<file path="config.mk">
export PLATFORM = sky130hd
export DESIGN_NAME = pipe_hazard_ctrl
export DESIGN_NICKNAME = d
export VERILOG_FILES = /design/src/rtl/pipe_hazard_ctrl.sv
export SDC_FILE = /design/constraint.sdc
export NUM_CORES = 1
export LEC_CHECK = 0
export ABC_CLOCK_PERIOD_IN_PS = 3000
export BUFFER_PORTS_ARGS = -buffer_cell sky130_fd_sc_hd__buf_2
export CELL_PAD_IN_SITES_DETAIL_PLACEMENT = 0
export CELL_PAD_IN_SITES_GLOBAL_PLACEMENT = 2
export CORE_UTILIZATION = 29
export DETAILED_ROUTE_END_ITERATION = 10
export PLACE_DENSITY_LB_ADDON = 0.1
export SLEW_MARGIN = 10
export SYNTH_ARGS = -nofsm -noshare
export SYNTH_HDL_FRONTEND = slang
export SYNTH_SLANG_ARGS = --single-unit
</file>
<file path="constraint.sdc">
create_clock -name clk -period 3 [get_ports clk]
set_input_delay 0 -clock clk [delete_from_list [all_inputs] [get_ports clk]]
set_output_delay 0 -clock clk [all_outputs]
set_load 0.05 [all_outputs]
</file>
<file path="src/rtl/pipe_hazard_ctrl.sv">
// Hazard/sequencing controller for the 5-stage pipeline: EX-stage forwarding selects,
// load-use and branch stall/flush, data-memory wait FSM with timeout, and a stall-cycle counter.
module pipe_hazard_ctrl #(
    parameter int unsigned TMO_CYCLES = 16,
    parameter int unsigned CNT_W      = 32
) (
    input  logic             clk,
    input  logic             rst,
    input  logic [4:0]       rs1_IfId,
    input  logic [4:0]       rs2_IfId,
    input  logic [4:0]       rs1_IdEx,
    input  logic [4:0]       rs2_IdEx,
    input  logic [4:0]       rd_IdEx,
    input  logic             reg_write_IdEx,
    input  logic [1:0]       result_src_IdEx,
    input  logic [4:0]       rd_ExMem,
    input  logic             reg_write_ExMem,
    input  logic [4:0]       rd_MemWB,
    input  logic             reg_write_MemWB,
    input  logic             pc_src_E,
    input  logic             mreq_ExMem,
    input  logic             mem_ack,
    output logic [1:0]       forward_rs1,
    output logic [1:0]       forward_rs2,
    output logic             stall_pc,
    output logic             stall_IfId,
    output logic             stall_IdEx,
    output logic             stall_ExMem,
    output logic             stall_MemWB,
    output logic             flush_IfId,
    output logic             flush_IdEx,
    output logic             flush_ExMem,
    output logic             flush_MemWB,
    output logic             mem_timeout,
    output logic [CNT_W-1:0] stall_count
);

    localparam int unsigned TW = $clog2(TMO_CYCLES + 1);
    localparam logic [TW-1:0] TMO_VAL = TW'(TMO_CYCLES);

    typedef enum logic [1:0] {StIdle, StWait, StErr} state_e;

    state_e           state_q, state_d;
    logic [TW-1:0]    cnt_q, cnt_d;
    logic [CNT_W-1:0] stall_count_q;
    logic             fwd_mem1, fwd_mem2, fwd_wb1, fwd_wb2;
    logic             lu, ms;

    assign fwd_mem1 = reg_write_ExMem && (rd_ExMem != 5'd0) && (rd_ExMem == rs1_IdEx);
    assign fwd_mem2 = reg_write_ExMem && (rd_ExMem != 5'd0) && (rd_ExMem == rs2_IdEx);
    assign fwd_wb1  = reg_write_MemWB && (rd_MemWB != 5'd0) && (rd_MemWB == rs1_IdEx);
    assign fwd_wb2  = reg_write_MemWB && (rd_MemWB != 5'd0) && (rd_MemWB == rs2_IdEx);

    assign lu = (result_src_IdEx == 2'b01) && reg_write_IdEx && (rd_IdEx != 5'd0) &&
                ((rd_IdEx == rs1_IfId) || (rd_IdEx == rs2_IfId));
    // ERR keeps the pipe frozen even after the request goes away.
    assign ms = (mreq_ExMem && !mem_ack) || (state_q == StErr);

    always_comb begin
        state_d = state_q;
        cnt_d   = cnt_q;
        unique case (state_q)
            StIdle: begin
                if (ms) begin
                    state_d = StWait;
                    cnt_d   = TW'(1);
                end
            end
            StWait: begin
                if (mem_ack || !mreq_ExMem) begin
                    state_d = StIdle;
                    cnt_d   = '0;
                end else if (cnt_q == TMO_VAL) begin
                    state_d = StErr;
                end else begin
                    cnt_d = cnt_q + TW'(1);
                end
            end
            StErr:   state_d = StErr;
            default: begin
                state_d = StIdle;
                cnt_d   = '0;
            end
        endcase
    end

    // Outputs are gated by rst so they fall to idle values the moment reset asserts.
    always_comb begin
        forward_rs1 = 2'b00;
        forward_rs2 = 2'b00;
        stall_pc    = 1'b0;
        stall_IfId  = 1'b0;
        stall_IdEx  = 1'b0;
        stall_ExMem = 1'b0;
        stall_MemWB = 1'b0;
        flush_IfId  = 1'b0;
        flush_IdEx  = 1'b0;
        flush_ExMem = 1'b0;
        flush_MemWB = 1'b0;
        if (rst) begin
            forward_rs1 = fwd_mem1 ? 2'b01 : (fwd_wb1 ? 2'b10 : 2'b00);
            forward_rs2 = fwd_mem2 ? 2'b01 : (fwd_wb2 ? 2'b10 : 2'b00);
            if (ms) begin
                stall_pc    = 1'b1;
                stall_IfId  = 1'b1;
                stall_IdEx  = 1'b1;
                stall_ExMem = 1'b1;
                flush_MemWB = 1'b1;
            end else begin
                stall_pc   = lu && !pc_src_E;
                stall_IfId = lu && !pc_src_E;
                flush_IfId = pc_src_E;
                flush_IdEx = pc_src_E || lu;
            end
        end
    end

    always_ff @(posedge clk or negedge rst) begin
        if (!rst) begin
            state_q       <= StIdle;
            cnt_q         <= '0;
            stall_count_q <= '0;
        end else begin
            state_q <= state_d;
            cnt_q   <= cnt_d;
            if (stall_pc && (stall_count_q != {CNT_W{1'b1}})) begin
                stall_count_q <= stall_count_q + CNT_W'(1);
            end
        end
    end

    assign mem_timeout = (state_q == StErr);
    assign stall_count = stall_count_q;

endmodule

</file>
==> impl_metrics.ini, run 1 <==
[final_layout]
finish.utilization_pct = 39.1
syn2layout_area_growth_pct = 27.3
nFillCells = 838
insertedDiodeCount = 0
nNetsFinal = 394
final_layout_size_suffix_gt1_share_pct = 30.5

[detailed_routing]
drt-vias-per-instance = 4.69
post-route-drc-count = 0
drtIter0Drc = 53
dr.pass1.iters = 4
wl_mm = 5.91
vias = 2107
ant_nets = 0
wl_per_cell_microns = 13.2

[setup_path]
worstPathRequired_ns = 3.18
cp_slowest_cell = or4_1
crit_chain = ha_1 > inv_1 > or4_1 > and4bb_1 > or3b_1 > buf_12 > mux2_1
critPathBufInv = 2
path_class = flop to flop
arrival_ns = 2.63
start_kind = flop
cp_max_fo = 22
cpLargestDelayFamily = simple AND/OR/NAND/NOR gates
cpPeakStageDelay_ns = 0.56
endpoint_kind = flop

[synth]
ys_warn_count = 0
yosys_most_used_dff = dfrtp_1
ys_ff_latch = 39
synthMuxAreaShare_pct = 0.879
yosys.area_share.simple_pct = 24.7
synth_edf_count = 0
synth_top_area_share_pct = 40.3
synth_fa_ha_area_share_pct = 1.55
async_flop_share_pct = 100
yosys.area_share.xor_xnor_pct = 23.5
synth_area_leader_cell = dfrtp_1
synth_top_family_by_area = simple AND/OR/NAND/NOR gates
syn_avg_cell_area_sq_um = 9.49
seq_area_frac_synth_pct = 40.3
synth_compound_area_share_pct = 4.19
syn_inst = 255
synth_area_sq_mm = 0.00242
synth_cell_types = 42
synth_area_leaders = dfrtp_1 40%, xor2_1 14%, xnor2_1 9.0%

[power]
total_leakage_power_nw = 1.59
power_density_mw_per_mm2 = 452
sw_frac_of_total_pct = 32.6
p_int_uw = 939
peakVddDrop_mv = 0.270
p_sw_uw = 455
p_comb_share_pct = 23.4
clock_power_share_pct = 32.7
p_seq_share_pct = 43.9

[placed_design]
io_buffers = 88
routabilityCongestion = 0.721
place_hpwl_mm = 4.61

[clock_tree]
root_buffer = clkbuf_8
cts_buffers = 5
cts_sinks = 39
clockBufferDepth = 2
clk_latency_ns = 0.29
htree_levels = 2
cts_tree = built
cts_resized = 0
clkTransAtPathRegs_ns = 0.08

[job]
maxCapViolCount = 0

[grt]
track_usage_pct = 14.6
grt-ovfl-total = 0
grt_max_degree = 43
grt_pass1_vias = 2037
grt_first_pass_wirelength_mm = 9.84
grt_antenna_before_repair = 0

[timing]
grt_setup_unrepaired = false
whs_ns = 0.0771
fin_tns_setup_ns = 0
finalCritPeriodShare_pct = 81.6
setup_viol = 0
hold_viol_final = 0
fin_skew_ns = 0.00874
layout_min_cycle_time_ns = 2.45
tightest_slew_ns = 0.547
max_slew_margin_pct = 63.5
max_freq_mhz = 408
drv_slew = 0

[outcome]
outcome = finished, final reports clean

[floorplanning]
initial_core_util_pct = 30.7
num_rows = 32
core_area_sq_mm = 0.00789
pin_count = 91
die-area_sq_mm = 0.00871
die_h_microns = 93.3
die_x_microns = 93.3

[hold_path]
hold_path_class = input pin to flop
## final timing paths
check / from / endpoint / slack, ns / depth (start not counted)
max: stall_count[0] / stall_count[1] / 0.55 / 7
min: mem_ack / state_q[0] / 0.08 / 3
max reg2reg: stall_count[0] / stall_count[1] / 0.55 / 7
min reg2reg: stall_count[27] / stall_count[27] / 0.49 / 1
max in group asynchronous: rst / stall_count[19] / 2.27 / 3
min in group asynchronous: rst / state_q[1] / 0.36 / 3
## worst min-delay path, delay by kind of cell
kind / cells / cell delay [ns]
compound gates: 1 / 0.15
simple gates: 1 / 0.08
buf+inv: 1 / 0.09
## layout make-up
| class | count | area, sq um | share of cell area, % |
|---|---|---|---|
| inverters | 10 | 37.5 | 1.22 |
| repair buffers | 92 | 485 | 15.8 |
| clock inverters | 2 | 35.0 | 1.14 |
| clock buffers | 6 | 82.6 | 2.68 |
| flip-flops and latches | 39 | 976 | 31.7 |
| multi-input cells | 198 | 1340 | 43.4 |
| well taps | 102 | 128 | 4.14 |
## metrics by stage
stage,instances,total power [mW],cell area [sq um],setup WS (ns)
floorplan,256,0.837,2430,0.286
global placement,440,0.950,2950,0.638
detailed placement,440,0.952,2950,0.538
CTS,449,1.42,3080,0.513
global route,449,1.48,3080,0.386
finish,449,1.39,3080,0.551
## sequential cells by signal, summed over array words and instances, names as in the netlist
| signal | cells |
|---|---|
| cnt_q | 5 |
| stall_count | 32 |
| state_q | 2 |
## kinds of logic after synthesis
group                      Yosys count
muxes                                2
xor gates and xnor gates            65
AOI/OAI and AO/OA                   14
adders and majority gates            3
buffers and inverters               19
and+or+nand+nor                    112
DFF                                 39
other                                1
## cell usage after synthesis (all sizes together), types with 2 or more instances
cell	count
xor2	40
a21boi	2
or4	4
dfrtp	39
nor2b	2
nand4	8
nand3	18
nor3	20
xnor2	25
nand2	17
and2	2
and3	2
nor4	8
nor2	20
ha	3
inv	10
buf	9
a21oi	4
o21ai	2
or2	2
## metal layers
metal	track usage (%)	vias up	part of all wire (%)
li1	-	1053	-
met1	19.8	982	48
met2	23.3	70	46
met3	3.25	2	5.5
met4	4.23	0	0.79
met5	0	-	0
## cells in the final DEF, fill, tap and decap left out, types with 2 or more instances in the layout
master | netlist | final
a21boi_0 | 2 | 2
a21oi_1 | 3 | 3
and2_1 | 2 | 2
and3_1 | 2 | 2
buf_2 | 1 | 88
buf_4 | 5 | 2
clkbuf_8 | 0 | 6
conb_1 | 1 | 2
dfrtp_1 | 39 | 39
ha_1 | 3 | 3
inv_1 | 10 | 10
nand2_1 | 17 | 17
nand3_1 | 18 | 18
nand4_1 | 7 | 7
nor2_1 | 20 | 20
nor3_1 | 20 | 20
nor4_1 | 8 | 8
o21ai_0 | 2 | 2
or2_2 | 2 | 2
or4_1 | 4 | 4
xnor2_1 | 25 | 25
xor2_1 | 40 | 40
## power groups by stage
| stage | Combinational [mW] | Sequential (mW) | Clock [mW] |
|---|---|---|---|
| after floorplan | 0.137 | 0.700 | 0 |
| after global placement | 0.333 | 0.617 | 0 |
| final | 0.326 | 0.611 | 0.456 |
| after CTS | 0.332 | 0.612 | 0.479 |
| after global routing | 0.360 | 0.621 | 0.500 |
| after detailed placement | 0.330 | 0.623 | 0 |
## repair_timing
action | in CTS | in global routing
hold endpoints to repair | 39 | 0
hold buffers | 1 | 0
buffers inserted | 0 | 0
Power figures use the tool's default switching activity.
==> run 2, diff against run 1 <==
- ABC_AREA: not set -> 1
- ABC_CLOCK_PERIOD_IN_PS: 3000 -> 2000
- CORE_UTILIZATION: 29 -> 25
- clock period: 3 -> 2 ns (I/O delays scaled with it)
==> run 2 against run 1 <==
  * Combinational power increased by 100%
  * Power increased by 68%
  * Count of clock-buffer cells in the layout increased by 1
  * Clock skew decreased by 0.0017 ns
  * Worst setup slack got worse by 0.40 ns
  * Synthesized cell count increased by 91%
  * Design area increased by 33%
  * Sequential cell count unchanged
  * Non-clock buffer count increased by 26
  * Via count increased by 59%
  * Global-route usage increased by 2.4 points
  * Critical path type is now input pin to output port
  * Critical endpoint is now stall_pc
==> impl_metrics.ini, run 2 <==
[outcome]
outcome = finished, final reports clean

[power]
total_leakage_power_nw = 2.25
peakVddDrop_mv = 0.425
power_density_mw_per_mm2 = 573

[final_layout]
largest_reg_flops = 32
mostFrequentLayoutCells = 177 x nand2_1, 88 x buf_2, 59 x nor2_1, 50 x nand3_1, 48 x inv_1
final_common_cell = nand2_1
finish.utilization_pct = 33.8
final_layout_size_suffix_gt1_share_pct = 23.0
insertedDiodeCount = 0
nNetsFinal = 648
syn2layout_area_growth_pct = 30.0

[placed_design]
routabilityCongestion = 0.817
io_buffers = 88
pre_cts_ws_ns = 0.132
place_hpwl_mm = 8.60

[setup_path]
crit_chain = dlygate4sd3_1 > buf_2 > buf_4 > nand2_1 > nand2_2 > buf_4 > buf_2
path_class = input pin to output port
r2r_end = stall_count[31]
r2r_cells = 9
crit_start = rst
start_kind = input pin
critPathBufInv = 5
cp_slowest_cell = dlygate4sd3_1
worstPathRequired_ns = 2.00
arrival_ns = 1.85
cpPeakStageDelay_ns = 0.53
r2r_setup_slack_ns = 0.18
endpoint = stall_pc
cp_max_fo = 25
reg2reg_from = stall_count[2]
cpLargestDelayFamily = buffers and inverters
cp.depth = 7
endpoint_kind = output port

[grt]
grt_antenna_before_repair = 0
track_usage_pct = 17.0
grt_max_degree = 26
grt-ovfl-total = 0
grt_pass1_vias = 3337
grt_first_pass_wirelength_mm = 17.0

[timing]
fin_tns_setup_ns = 0
max_slew_margin_pct = 66.5
hold_viol_final = 0
drv_slew = 0
tightest_slew_ns = 0.501
finalCritPeriodShare_pct = 92.5
grt_setup_unrepaired = false
layout_min_cycle_time_ns = 1.85
fin_skew_ns = 0.00706
max_freq_mhz = 541
setup_slack_ns = 0.151
setup_viol = 0

[detailed_routing]
post-route-drc-count = 0
drt-vias-per-instance = 4.36
drtIter0Drc = 96
wl_mm = 10.5
vias = 3356
ant_nets = 0
dr.pass1.iters = 4
wl_per_cell_microns = 13.7

[synth]
seq_area_frac_synth_pct = 31.0
yosysMostFrequentCell = nand2_1
syn_inst = 488
synth_area_leaders = dfrtp_1 31%, nand2_1 21%, nand3_1 8.0%
yosys_most_used_dff = dfrtp_1
ys_ff_latch = 39
ys_top_cells_by_count = 177 x nand2_1, 61 x nor2_1, 50 x nand3_1, 48 x inv_1, 39 x dfrtp_1
syn_avg_cell_area_sq_um = 6.44
synth_cell_types = 29
async_flop_share_pct = 100
ys_warn_count = 0
synth_area_leader_cell = dfrtp_1
synth_top_area_share_pct = 31.0
synth_area_sq_mm = 0.00314
synth_edf_count = 0

[clock_tree]
clockBufferDepth = 2
root_buffer = clkbuf_16
htree_levels = 2
clk_latency_ns = 0.29
cts_tree = built
cts_sinks = 39
clkTransAtPathRegs_ns = 0.06
post_cts_buffers = 0
cts_buffers = 5

[job]
maxCapViolCount = 0

[floorplanning]
initial_core_util_pct = 26.0
die_x_microns = 114
core_area_sq_mm = 0.0121
num_rows = 40
die_h_microns = 114
pin_count = 91
die-area_sq_mm = 0.0130

[hold_path]
hold_path_class = input pin to flop
[run 2: cell types whose count changed after synthesis, moves of 6 or more]
cell / change
nand2_1: +160
nor2_1: +41
inv_1: +38
nand3_1: +32
xor2_1: -18
nor3_1: -9
xnor2_1: -8
nor4_1: -7
o21ai_0: +6
[run 2: power breakdown]
group	total (mW)	internal, mW	switching (mW)	leakage (nW)
registers	0.897	0.835	0.0620	0.510
clock network	0.791	0.462	0.329	0.0679
logic	0.653	0.221	0.433	1.67
[run 2: worst min-delay path by stage]
stage	startpoint	end	slack, ns	cells past startpoint
after global routing	mem_ack	cnt_q[2]	0.15	4
after CTS	mem_ack	cnt_q[3]	0.09	4
final	mem_ack	cnt_q[3]	0.09	4
after global placement	rst	stall_count[8]	0.001	2
after detailed placement	rst	stall_count[8]	0.0002	2
after floorplan	rst	cnt_q[0]	-0.30	0
[run 2: timing repair]
item | in CTS | in global routing
hold buffers | 1 | 0
gates resized for setup | 0 | 2
setup endpoints to repair | 0 | 3
hold endpoints to repair | 39 | 0
[run 2: worst min-delay path, delay by kind of cell]
kind                   cells  cell delay [ns]
buffers and inverters      2             0.16
AOI/OAI and AO/OA          1             0.10
and+or+nand+nor            1             0.06
[run 2: per-stage QoR]
step / instance area [sq um] / cells / total power, mW / hold slack [ns]
after floorplan: 3150 / 489 / 1.31 / -0.296
after global placement: 3930 / 760 / 1.57 / 0.00129
after detailed placement: 3930 / 760 / 1.57 / 0.000241
after CTS: 4080 / 769 / 2.37 / 0.0925
after global routing: 4090 / 769 / 2.46 / 0.149
final: 4090 / 769 / 2.34 / 0.0880
[run 2: cells by family (layout without fill, tap and decap cells)]
kind of cell    count (synthesis)  in the layout  share of synthesized area (%)
buf+inv                        63            175                           9.03
simple gates                  330            330                           45.3
compound gates                 13             13                           2.43
other cells                     1              2                          0.119
fa+ha+maj                       3              3                           1.19
xor+xnor                       39             39                           10.9
flops                          39             39                           31.0
[run 2: layout make-up]
| type | count | area (sq um) |
|---|---|---|
| inverters | 49 | 184 |
| multi-input cells | 387 | 1900 |
| clock buffers | 7 | 133 |
| clock inverters | 1 | 5.00 |
| flip-flops and latches | 39 | 978 |
| fillers | 1404 | 8020 |
| repair buffers | 118 | 681 |
| well taps | 168 | 210 |
[run 2: layer usage]
layer  up-vias  wire (microns)  global-route usage, %
li1       1763               -                      -
met1      1535            5320                   23.6
met2        46            4750                   27.6
met3        12             305                   2.54
met4         0             144                   4.16
met5         -               0                      0
